===== config.mk =====
export PLATFORM = sky130hd
export DESIGN_NAME = nibble_serial_add_ctrl_flat
export DESIGN_NICKNAME = d
export VERILOG_FILES = /design/src/rtl/nibble_serial_add_ctrl_if.sv /design/src/rtl/nibble_serial_add_ctrl.sv /design/src/flat_wrapper.sv
export SDC_FILE = /design/constraint.sdc
export NUM_CORES = 1
export LEC_CHECK = 0
export ABC_AREA = 1
export CORE_AREA = 4 4 82 84
export CTS_CLUSTER_DIAMETER = 60
export DETAILED_ROUTE_END_ITERATION = 10
export DIE_AREA = 0 0 86 88
export PLACE_DENSITY = 0.67
export SLEW_MARGIN = 20
export SYNTH_ARGS = -nofsm -noshare
export SYNTH_HDL_FRONTEND = slang
export SYNTH_SLANG_ARGS = --single-unit

===== constraint.sdc =====
create_clock -name clk -period 2.6 [get_ports clk]
set_clock_uncertainty 0.05 [all_clocks]
set_input_delay 0.65 -clock clk [delete_from_list [all_inputs] [get_ports clk]]
set_output_delay 0.65 -clock clk [all_outputs]
set_load 0.02 [all_outputs]

===== src/rtl/nibble_serial_add_ctrl_if.sv =====
// Bundle of request/response and shared-adder signals for the nibble-serial add sequencer.
interface nibble_serial_add_ctrl_if #(
  parameter int unsigned NIBBLES = 4
);
  localparam int unsigned W = 4 * NIBBLES;

  // Requester side
  logic         start;
  logic [W-1:0] a;
  logic [W-1:0] b;
  logic         cin;
  logic         busy;
  logic         done;
  logic [W-1:0] result;
  logic         cout;

  // Shared 4-bit adder side
  logic [3:0]   add_s1;
  logic [3:0]   add_s2;
  logic         add_c;
  logic [3:0]   add_sum;
  logic         add_carry;

  // Environment: control unit plus the external adder
  modport master (
    output start, a, b, cin, add_sum, add_carry,
    input  busy, done, result, cout, add_s1, add_s2, add_c
  );

  // The sequencer itself
  modport slave (
    input  start, a, b, cin, add_sum, add_carry,
    output busy, done, result, cout, add_s1, add_s2, add_c
  );
endinterface


===== src/rtl/nibble_serial_add_ctrl.sv =====
// Sequences a 4*NIBBLES-bit addition through one shared 4-bit adder, LS nibble first.
module nibble_serial_add_ctrl #(
  parameter int unsigned NIBBLES = 4
) (
  input logic                     clk,
  input logic                     rst,
  nibble_serial_add_ctrl_if.slave bus
);
  localparam int unsigned W    = 4 * NIBBLES;
  localparam int unsigned IdxW = (NIBBLES > 1) ? $clog2(NIBBLES) : 1;
  localparam logic [IdxW-1:0] LastIdx = IdxW'(NIBBLES - 1);

  typedef enum logic [1:0] {StIdle, StRun, StDone} state_e;

  state_e          state_q, state_d;
  logic [IdxW-1:0] idx_q, idx_d;
  logic [W-1:0]    a_q, a_d;
  logic [W-1:0]    b_q, b_d;
  logic            carry_q, carry_d;
  logic [W-1:0]    result_q, result_d;
  logic            cout_q, cout_d;

  // State register
  always_ff @(posedge clk) begin
    if (rst) state_q <= StIdle;
    else     state_q <= state_d;
  end

  // Next-state logic; RUN leaves after the top nibble
  always_comb begin
    state_d = state_q;
    unique case (state_q)
      StIdle:  if (bus.start) state_d = StRun;
      StRun:   if (idx_q == LastIdx) state_d = StDone;
      StDone:  state_d = StIdle;
      default: state_d = StIdle;
    endcase
  end

  // Datapath next-state: operand capture on accept, nibble/carry collection in RUN
  always_comb begin
    idx_d    = idx_q;
    a_d      = a_q;
    b_d      = b_q;
    carry_d  = carry_q;
    result_d = result_q;
    cout_d   = cout_q;
    unique case (state_q)
      StIdle: begin
        if (bus.start) begin
          a_d      = bus.a;
          b_d      = bus.b;
          carry_d  = bus.cin;
          result_d = '0;
          cout_d   = 1'b0;
          idx_d    = '0;
        end
      end
      StRun: begin
        for (int unsigned i = 0; i < NIBBLES; i++) begin
          if (idx_q == IdxW'(i)) result_d[4*i +: 4] = bus.add_sum;
        end
        carry_d = bus.add_carry;
        idx_d   = idx_q + 1'b1;
        if (idx_q == LastIdx) begin
          cout_d = bus.add_carry;
          idx_d  = '0;
        end
      end
      default: ;
    endcase
  end

  // Datapath registers
  always_ff @(posedge clk) begin
    if (rst) begin
      idx_q    <= '0;
      a_q      <= '0;
      b_q      <= '0;
      carry_q  <= 1'b0;
      result_q <= '0;
      cout_q   <= 1'b0;
    end else begin
      idx_q    <= idx_d;
      a_q      <= a_d;
      b_q      <= b_d;
      carry_q  <= carry_d;
      result_q <= result_d;
      cout_q   <= cout_d;
    end
  end

  // Outputs; adder inputs come only from registers so there is no loop through the adder
  always_comb begin
    bus.busy   = (state_q != StIdle);
    bus.done   = (state_q == StDone);
    bus.result = result_q;
    bus.cout   = cout_q;
    bus.add_s1 = 4'h0;
    bus.add_s2 = 4'h0;
    bus.add_c  = 1'b0;
    if (state_q == StRun) begin
      for (int unsigned i = 0; i < NIBBLES; i++) begin
        if (idx_q == IdxW'(i)) begin
          bus.add_s1 = a_q[4*i +: 4];
          bus.add_s2 = b_q[4*i +: 4];
        end
      end
      bus.add_c = carry_q;
    end
  end

endmodule


===== src/flat_wrapper.sv =====
// flat-port wrapper written by rule: the top's interface ports become plain ports
module nibble_serial_add_ctrl_flat 
#(
  parameter int unsigned NIBBLES = 4
)
  (clk, rst, bus_start, bus_a, bus_b, bus_cin, bus_add_sum, bus_add_carry, bus_busy, bus_done, bus_result, bus_cout, bus_add_s1, bus_add_s2, bus_add_c);
  nibble_serial_add_ctrl_if #(.NIBBLES(NIBBLES)) bus_i ();
  input logic clk;
  input logic rst;
  input wire logic [$bits(bus_i.start)-1:0] bus_start;
  input wire logic [$bits(bus_i.a)-1:0] bus_a;
  input wire logic [$bits(bus_i.b)-1:0] bus_b;
  input wire logic [$bits(bus_i.cin)-1:0] bus_cin;
  input wire logic [$bits(bus_i.add_sum)-1:0] bus_add_sum;
  input wire logic [$bits(bus_i.add_carry)-1:0] bus_add_carry;
  output wire logic [$bits(bus_i.busy)-1:0] bus_busy;
  output wire logic [$bits(bus_i.done)-1:0] bus_done;
  output wire logic [$bits(bus_i.result)-1:0] bus_result;
  output wire logic [$bits(bus_i.cout)-1:0] bus_cout;
  output wire logic [$bits(bus_i.add_s1)-1:0] bus_add_s1;
  output wire logic [$bits(bus_i.add_s2)-1:0] bus_add_s2;
  output wire logic [$bits(bus_i.add_c)-1:0] bus_add_c;
  assign bus_i.start = bus_start;
  assign bus_i.a = bus_a;
  assign bus_i.b = bus_b;
  assign bus_i.cin = bus_cin;
  assign bus_i.add_sum = bus_add_sum;
  assign bus_i.add_carry = bus_add_carry;
  assign bus_busy = bus_i.busy;
  assign bus_done = bus_i.done;
  assign bus_result = bus_i.result;
  assign bus_cout = bus_i.cout;
  assign bus_add_s1 = bus_i.add_s1;
  assign bus_add_s2 = bus_i.add_s2;
  assign bus_add_c = bus_i.add_c;
  nibble_serial_add_ctrl #(.NIBBLES(NIBBLES)) u_core (.clk(clk), .rst(rst), .bus(bus_i));
endmodule

Word level (Yosys, flattened, before mapping)

Index checks and enable logic that the tools add are counted.

Flip-flop bits (word level): 54
Bits of input ports: 41
Logic and storage cells: 60
Output and inout port bits: 28

Reduce and logical (&&, ||, !) cells: 11
Mux-type cells: 28
Add/subtract/negate cells: 1
Equality and inequality tests: 10

Operators by type and width:

| cell                                                            | number |
|---|---|
| 4-bit two-way mux                                               | 14 |
| 16-bit one-hot mux with 2 select lines                          | 1 |
| 16-bit two-way mux                                              | 1 |
| 3-bit AND reduction                                             | 4 |
| 2-bit two-way mux                                               | 4 |
| 2-bit by 1-bit != test with 1-bit output, second input constant | 4 |
| 2-bit one-hot mux with 2 select lines                           | 2 |
| 2-bit == test, second input constant                            | 3 |
| 2-bit AND reduction                                             | 3 |
| 2-bit by 1-bit == test with 1-bit output, second input constant | 2 |
| 2-bit zero test                                                 | 2 |
| 1-bit two-way mux                                               | 4 |
| 1-bit one-hot mux with 2 select lines                           | 2 |
| 2-bit nonzero test                                              | 2 |
| 2-bit by 1-bit adder with 2-bit output, second input constant   | 1 |
| 2-bit != test, second input constant                            | 1 |

Depth between registers and ports, before layout

Gate-level depths: netlist of the first run.

Depth after elaboration: 6
Depth in mapped cells: 8
Mapped depth without buffers: 7

Worst setup path before layout of the first run

Ideal clock, no wire load.

Kind: register to output
From: register u_core.idx_q[1]
To: output port bus_add_s1[0]
Path buffers: 1
Arrival time: 1.489 ns
Slack: 0.411 ns
Stages on the path, launching flop included: 7
Required time: 1.900 ns
Path through: dfxtp_1 -> inv_1 -> ha_1 -> inv_1 -> buf_1 -> o211ai_1 -> a21oi_1

Longest elaborated chain between the ends: 6
Elaborated cells on any way between the ends: 9
Those cells by class: 3 x eq/ne; 5 x mux; 1 x reduce/logical

Ends and longest elaborated chain:

| element                        | RTL line                      | RTL |
|---|---|---|
| from (decl)                    | nibble_serial_add_ctrl.sv:16  | `logic [IdxW-1:0] idx_q, idx_d;` |
| from (signal assigned)         | nibble_serial_add_ctrl.sv:84  | `idx_q <= idx_d;` |
| 2-bit zero test                | nibble_serial_add_ctrl.sv:104 | `if (idx_q == IdxW'(i)) begin` |
| 4-bit two-way mux (3 in a row) | nibble_serial_add_ctrl.sv:104 |  |
| 4-bit two-way mux (*)          | nibble_serial_add_ctrl.sv:104 |  |
| 4-bit two-way mux (*)          | nibble_serial_add_ctrl.sv:102 | `if (state_q == StRun) begin` |
| to (decl)                      | flat_wrapper.sv:20            | `output wire logic [$bits(bus_i.add_s1)-1:0] bus_add_s1;` |

Every way passes the cells marked *; elsewhere a longest branch is shown, timed or not.

Worst setup path in the final report of the first run

From: register u_core.idx_q[1]
To: output port bus_add_s1[3]

The elaborated chain is that of the path after synthesis.

==> flow_summary.yaml, run 1 <==
outcome:
  status: "complete, no violations"
routing:
  via_per_inst: 4.86
  vias: 2310
  drc: 0
  wl_per_cell_um: 12.9
  drtAntennaViolNets: 0
  drtIter0Drc: 118
  totalWireLength_um: 6140
  drt_first_pass_iters: 5
placed_design:
  dp_cells: 467
  dp_hpwl_um: 4520
  port_buffers: 68
  gp_congestion: 0.782
layout:
  final-instance-count-excl-fill: 475
  syn2layout_area_growth_pct: 39.4
  layout.nets: 444
  utilization: 0.545
  drive_gt1_frac: 0.0975
  antenna_cells: 0
timing:
  worst_pin_slew_ns: 0.475
  slew_violations: 0
  max_slew_margin: 0.680
  min_period_over_period: 0.964
  hold_viol: 0
  fmax_mhz: 399
  finalSetupViolations: 0
  tns_ns: 0
  whs_ns: 0.415
  layout_min_cycle_time_ns: 2.51
floorplanning:
  rows: 28
  die-area_mm2: 0.00757
  die_h_um: 88
  ios: 69
  fp.dieW_um: 86
  core_area_mm2: 0.00592
  start_util: 0.391
synth:
  synth_top_area_frac: 0.467
  syn_avg_cell_area_um2: 7.05
  synth_nets: 373
  ys_seq_area_frac: 0.467
  syn_inst: 328
  yosysUniqueCellTypes: 22
  synth_area_leaders: "dfxtp_1, nor2_1, nand2_1"
  yosysWarnings: 0
  yosysTopAreaCell: "dfxtp_1"
  yosys_register_bits: 54
  netlist_area_mm2: 0.00231
critical_path:
  path_class: "reg2out"
  cp.required_ns: 1.90
  arrival_ns: 1.81
  cp-start-kind: "flop"
  end_kind: "output port"
  cp_max_fo: 8
clock_tree:
  cts_buffers: 5
  clockBufferDepth: 2
  cts_setup_buffers: 0
  cts_hold_buf: 0
  clkLatencyLatePin_ns: 0.31
  htreeDepth: 2
  root_buffer: "clkbuf_8"
  clkSlewWorstSetupHoldPaths_ns: 0.09
  cts_tree: "yes"
  clock_sinks: 54
worst_hold_path:
  hold_class: "reg2reg"
power_and_ir_drop:
  p_total_uw: 1820
  powerDensity_mw_per_mm2: 564
  p_leak_uw: 0.00132
  peakVddDrop_mv: 0.271
global_routing:
  gr-total-overflow: 0
  grt_usage: 0.167
  grt_max_degree: 33
  grt_pass1_wl_um: 10000
  grt_pass1_vias: 2262
  antenna_found_initial: 0
flow_run:
  maxCapViolations: 0
==> per-stage QoR <==
step / area [um^2] / worst slack, ns
2_1_floorplan: 2310 / 0.411
3_3_place_gp: 3120 / 0.0327
3_5_place_dp: 3120 / -0.0436
4_1_cts: 3230 / 0.0124
5_1_grt: 3220 / -0.00390
6_report: 3220 / 0.0930
==> critical path: stages (launching register included) <==
cell and delay, ns:
dfxtp_2 0.38, inv_1 0.07, ha_1 0.20, inv_2 0.13
buf_4 0.15, o211ai_1 0.08, a21oi_1 0.16, clkdlybuf4s15_1 0.33
==> cells in the final DEF (no fill, tap or decap) <==
cell / n
buf_12: 1
nand2_2: 1
clkdlybuf4s50_1: 60
o21a_1: 1
inv_2: 5
ha_1: 2
a31oi_1: 1
clkdlybuf4s15_1: 3
clkbuf_8: 8
a22oi_1: 1
o21ai_1: 6
dlygate4sd2_1: 2
buf_4: 12
nor2_1: 75
clkbuf_2: 3
nand2_1: 57
clkinv_4: 1
o211ai_1: 5
ha_2: 2
dfxtp_1: 52
nor2_2: 2
or2_2: 2
dfxtp_2: 2
nand3_1: 12
inv_1: 12
o21ai_0: 34
a21oi_1: 38
==> synthesized netlist by cell type, drive strengths merged <==
cell type,count
buf,11
a31oi,1
a21oi,38
dfxtp,54
clkinv,1
o211ai,5
nand3,12
o21a,1
ha,4
o21ai,40
or2,2
clkbuf,6
a22oi,1
inv,17
nand2,58
nor2,77
==> final cells by class <==
| cell class | instances | area (um^2) |
|---|---|---|
| Multi-Input combinational cell | 239 | 1090 |
| Inverter | 18 | 72.6 |
| Tap cell | 75 | 93.8 |
| Timing Repair Buffer | 81 | 773 |
| Sequential cell | 54 | 1080 |
| Fill cell | 575 | 2700 |
| Clock buffer | 8 | 110 |
==> cell families after synthesis <==
logic type | share of synthesized area
buffers and inverters | 0.0633
and+or+nand+nor | 0.254
AOI/OAI and AO/OA | 0.194
DFF | 0.467
adders and majority gates | 0.0216
==> routing by layer <==
layer  GRT usage  wire length, um  share of wire  up-vias
met2       0.288             2940           0.48       57
li1            -                -              -     1205
met5           0                0              0        -
met1       0.206             2790           0.45     1039
met3      0.0348              326          0.053        9
met4      0.0590               85          0.014        0
==> where the power goes <==
part | internal, uW | switching, uW | total, uW
clock network | 269 | 265 | 534
registers | 884 | 31.4 | 915
logic | 169 | 200 | 369
==> repair_timing <==
item | in CTS | in global routing
cloned | 0 | 0
gates resized for setup | 13 | 13
hold endpoints to repair | 0 | 0
endpoints found under the setup margin | 8 | 8
==> state kept, by name, summed over array words and instances (netlist names) <==
signal             cells
u_core.bus.result     16
u_core.idx_q           2
u_core.state_q         2
u_core.b_q            16
u_core.carry_q         1
u_core.a_q            16
u_core.bus.cout        1
==> worst paths after layout <==
kind,startpoint,to,slack [ns],cells past startpoint
hold / removal,u_core.bus.result[1],u_core.bus.result[1],0.41,2
setup reg to reg,u_core.state_q[1],u_core.bus.result[5],0.96,7
hold reg to reg,u_core.bus.result[1],u_core.bus.result[1],0.41,2
setup / recovery,u_core.idx_q[1],bus_add_s1[3],0.09,7
Power figures use the tool's default switching activity.
==> run 2: changes to the inputs <==
- CORE_AREA: 4 4 82 84 -> 3 3 81 83
- CTS_CLUSTER_DIAMETER: 60 -> 100
- DIE_AREA: 0 0 86 88 -> 0 0 84 86
- SLEW_MARGIN: 20 -> not set
==> flow_summary.yaml, run 2 (synthesis gave the netlist of run 1 again) <==
critical_path:
  worstRegToRegCells: 6
  worst_path_max_delay_cell: "dfxtp_1"
  cp_common_cell: "nand2_1"
  r2r_slack_ns: 1.06
  path_class: "reg2out"
  cp.required_ns: 1.90
  slowest_delay_ns: 0.38
  end_kind: "output port"
  cp-start-kind: "flop"
  cp_num_buf_inv: 3
  crit_chain: "inv_1 -> ha_1 -> buf_4 -> a21oi_1 -> nand2_1 -> nand2_1 -> nand2_1 -> clkdlybuf4s15_1"
  timing.rr.end: "u_core.bus.result[7]"
  arrival_ns: 1.79
  critPathTopFamily: "buffers and inverters"
  reg2reg_from: "u_core.state_q[1]"
  cp_max_fo: 8
routing:
  totalWireLength_um: 6080
  drc: 0
  vias: 2334
  drt_first_pass_iters: 4
  wl_per_cell_um: 12.8
  drtAntennaViolNets: 0
  drtIter0Drc: 132
  via_per_inst: 4.90
layout:
  final_cell_mix: "nor2_1, clkdlybuf4s50_1, nand2_1"
  nFillCells: 629
  final_area_mm2: 0.00318
  register_area_mm2: 0.00108
  multi_input_area_mm2: 0.00109
  antenna_cells: 0
  layout_commonest_cell: "nor2_1"
  drive_gt1_frac: 0.0973
  layout.nets: 445
  syn2layout_area_growth_pct: 37.3
global_routing:
  gr-total-overflow: 0
  grt_max_degree: 33
  grt_usage: 0.174
  antenna_found_initial: 0
  grt_pass1_vias: 2253
  grt_pass1_wl_um: 10200
power_and_ir_drop:
  p_leak_uw: 0.00130
  peakVddDrop_mv: 0.316
  powerDensity_mw_per_mm2: 548
clock_tree:
  htreeDepth: 2
  clockBufferDepth: 2
  cts_resized: 17
  cts_tree: "yes"
  cts_setup_buffers: 0
  cts_buffers: 5
  clock_sinks: 54
  clkLatencyLatePin_ns: 0.31
  root_buffer: "clkbuf_8"
  clkSlewWorstSetupHoldPaths_ns: 0.09
  cts_hold_buf: 0
placed_design:
  dpl_cell_area_mm2: 0.00311
  pre_cts_ws_ns: 0.0182
  port_buffers: 68
  gp_congestion: 0.806
  dp_hpwl_um: 4540
flow_run:
  maxCapViolations: 0
timing:
  finalSetupViolations: 0
  min_period_over_period: 0.958
  slew_violations: 0
  tns_ns: 0
  max_slew_margin: 0.636
  hold_viol: 0
  worst_pin_slew_ns: 0.545
  fmax_mhz: 401
  layout_min_cycle_time_ns: 2.49
  whs_ns: 0.416
  worst_slack_ns: 0.108
  grt_setup_unrepaired: "no"
worst_hold_path:
  hp-start: "u_core.bus.result[5]"
  min_path_cells: 2
  hold_class: "reg2reg"
  min_to: "u_core.bus.result[5]"
floorplanning:
  die_h_um: 86
  rows: 28
  die-area_mm2: 0.00722
  ios: 69
  core_area_mm2: 0.00592
  start_util: 0.391
  fp.dieW_um: 84
outcome:
  status: "complete, no violations"
[run 2: changes by cell type in the layout (fill, tap and decap cells not counted), sizes merged]
cell,previous run,this run
clkdlybuf4s15,3,1
clkinv,1,2
clkbuf,11,12
inv,17,18
dlygate4sd2,2,0
buf,13,15
[run 2: final cells by class]
class	count	share of cell area
clock buffer	6	0.0228
inverter	18	0.0221
sequential	54	0.341
multi-input combinational	239	0.344
clock inverter	2	0.00433
timing repair buffer	82	0.236
tap	75	0.0295
[run 2: tightest hold or removal path: cells and delay by family, from the launching register on]
| kind | cells | cell delay [ns] |
|---|---|---|
| AOI/OAI and AO/OA | 1 | 0.05 |
| DFF | 1 | 0.32 |
| and+or+nand+nor | 1 | 0.06 |
[run 2: power breakdown]
| part | switching [uW] | internal [uW] | total, uW |
|---|---|---|---|
| sequential | 31.3 | 884 | 915 |
| combinational | 199 | 164 | 363 |
| clock | 273 | 191 | 464 |
[run 2: how the worst max path moves through the flow]
| stage | start | end | slack, ns | cells past startpoint |
|---|---|---|---|---|
| after global routing | u_core.idx_q[0] | bus_add_s2[2] | 0.02 | 8 |
| final | u_core.idx_q[0] | bus_add_s2[2] | 0.11 | 8 |
| after global placement | u_core.idx_q[0] | bus_add_s1[1] | 0.08 | 7 |
| after detailed placement | u_core.idx_q[0] | bus_add_s2[1] | 0.02 | 7 |
| after CTS | u_core.idx_q[1] | bus_add_s2[3] | 0.001 | 7 |
| after floorplan | u_core.idx_q[1] | bus_add_s1[0] | 0.41 | 6 |
[run 2: through the flow]
stage / instances / utilization / total power [uW]
2_1_floorplan: 328 / - / 1140
5_1_grt: 476 / 0.537 / 1830
3_5_place_dp: 468 / 0.526 / 1300
3_3_place_gp: 468 / 0.526 / 1300
6_report: 476 / 0.537 / 1740
4_1_cts: 476 / 0.541 / 1750
[run 2: metal layers]
layer,routed length [um],GRT usage
met4,143,0.0731
met5,0,0
met3,355,0.0298
met2,2890,0.295
met1,2700,0.220
==> RTL edit, RTL diff (flow settings as in run 2) <==
Re-encode `state_e` (3 states) as one-hot, 3 bits wide.
--- a/src/rtl/nibble_serial_add_ctrl.sv
+++ b/src/rtl/nibble_serial_add_ctrl.sv
@@ -12,3 +12,3 @@
 
-  typedef enum logic [1:0] {StIdle, StRun, StDone} state_e;
+  typedef enum logic [2:0] {StIdle = 3'b001, StRun = 3'b010, StDone = 3'b100} state_e;
 
Behaviour: same outputs for any inputs over 10 cycles, from zero or initial values and one cycle with rst high; not proved beyond that.
==> RTL edit against run 2 <==
Fmax up 1.4%. Cell count down 1.9%. Critical path type unchanged. Global-route usage down 0.53 points. Routed wire length down 1.3%. Synthesized area up 2.2%. Final area up 0.91%. Die area unchanged. Sequential power up 0.8%. Sequential cell count up 1. Largest power group unchanged. Setup slack better by 0.034 ns. Total power up 0.94%.
==> RTL edit: results (changes against run 2) <==
status: finished clean
sequential element share of the synthesized area: 46.6% (-0.17 points)
Leak Pwr: 0.00126 uW (-3.6%)
Post-Synthesis Net Count: 368 (-1.3%)
clk pwr: 587 uW (+27%)
via count: 2298 (-1.5%)
Post-DP Area: 3120 um2 (+0.20%)
GPL Wtd Cong: 0.765 (-5.0%)
post-synthesis cell count: 323 (-1.5%)
Critical-path top delay cell: dfxtp_2
filler cell count: 608 (-3.3%)
initial drt markers: 111 (-16%)
Total GRT Usage: 16.9% (-0.53 points)
Final #Nets: 436 (-2.0%)
Ys Warns: 0 (unchanged)
WP data arrival: 1.76 ns (-0.03 ns)
Placed Cells incl. Taps: 459 (-1.9%)
Slew HR: 76.9% (+13 points)
P_sw: 435 uW (-14%)
cts repair resizes: 13 (-4)
Place WS: 0.0348 ns (+0.0165 ns)
Crit path max-delay family: buffers and inverters
Final HPWL DP: 4230 um (-6.7%)
fin util: 54.1% (+0.49 points)
critical path peak fanout: 12 (+4)
total sequential power: 922 uW (+0.8%)
worst vdd ir: 0.000231 V (-27%)
Final Instance Count excl. Fillers: 467 (-1.9%)
largest net degree at the start of global routing: 35 (+6.1%)
list of most frequent post-synthesis cells: nor2_1, nand2_1, dfxtp_1
Worst path max stage delay: 0.35 ns (-0.03 ns)
largest cells by area after synthesis: dfxtp_1, nor2_1, nand2_1
vias in the first global route: 2142 (-4.9%)
global-route wire length before repair: 9960 um (-2.2%)
## RTL edit: changes by cell type after synthesis, sizes merged, moves of 2 or more
cell / delta
a21oi: -7
nor3: +2
nor2: -7
o211ai: -5
or2: -2
o21ai: +8
nand3: +6
## RTL edit: kinds of logic after synthesis
group,after synthesis,share of synthesized area [%]
flip-flops,55,46.6
buffers and inverters,35,7.62
AO/OA/AOI/OAI,79,16.7
adder cells (fa/ha/maj),4,2.12
AND/OR/NAND/NOR,150,27.0
## RTL edit: worst paths after layout
path | start | endpoint | slack, ns | depth (start not counted)
min reg2reg | u_core.bus.result[14]$_SDFFE_PP0P_ | u_core.bus.result[14]$_SDFFE_PP0P_ | 0.42 | 2
min | u_core.bus.result[14]$_SDFFE_PP0P_ | u_core.bus.result[14]$_SDFFE_PP0P_ | 0.42 | 2
max reg2reg | u_core.state_q[0]$_SDFFE_PP1P_ | u_core.b_q[2]$_SDFFE_PP0P_ | 1.12 | 4
max | u_core.idx_q[1]$_SDFFE_PP0P_ | bus_add_s1[2] | 0.14 | 8
## RTL edit: layout make-up
| cell class | count | share of cell area (%) |
|---|---|---|
| clock inverters | 2 | 1.09 |
| well taps | 75 | 2.93 |
| flip-flops and latches | 55 | 34.4 |
| inverters | 17 | 2.19 |
| multi-input cells | 233 | 33.9 |
| repair buffers | 79 | 23.0 |
| clock buffers | 6 | 2.58 |
## RTL edit: routing by layer
metal | vias to the layer above | part of all wire [%] | global-route usage [%]
met5 | - | 0 | 0
met4 | 0 | 1.0 | 5.85
met3 | 6 | 7.0 | 4.71
met2 | 82 | 47 | 27.9
met1 | 1033 | 45 | 21.3
li1 | 1177 | - | -
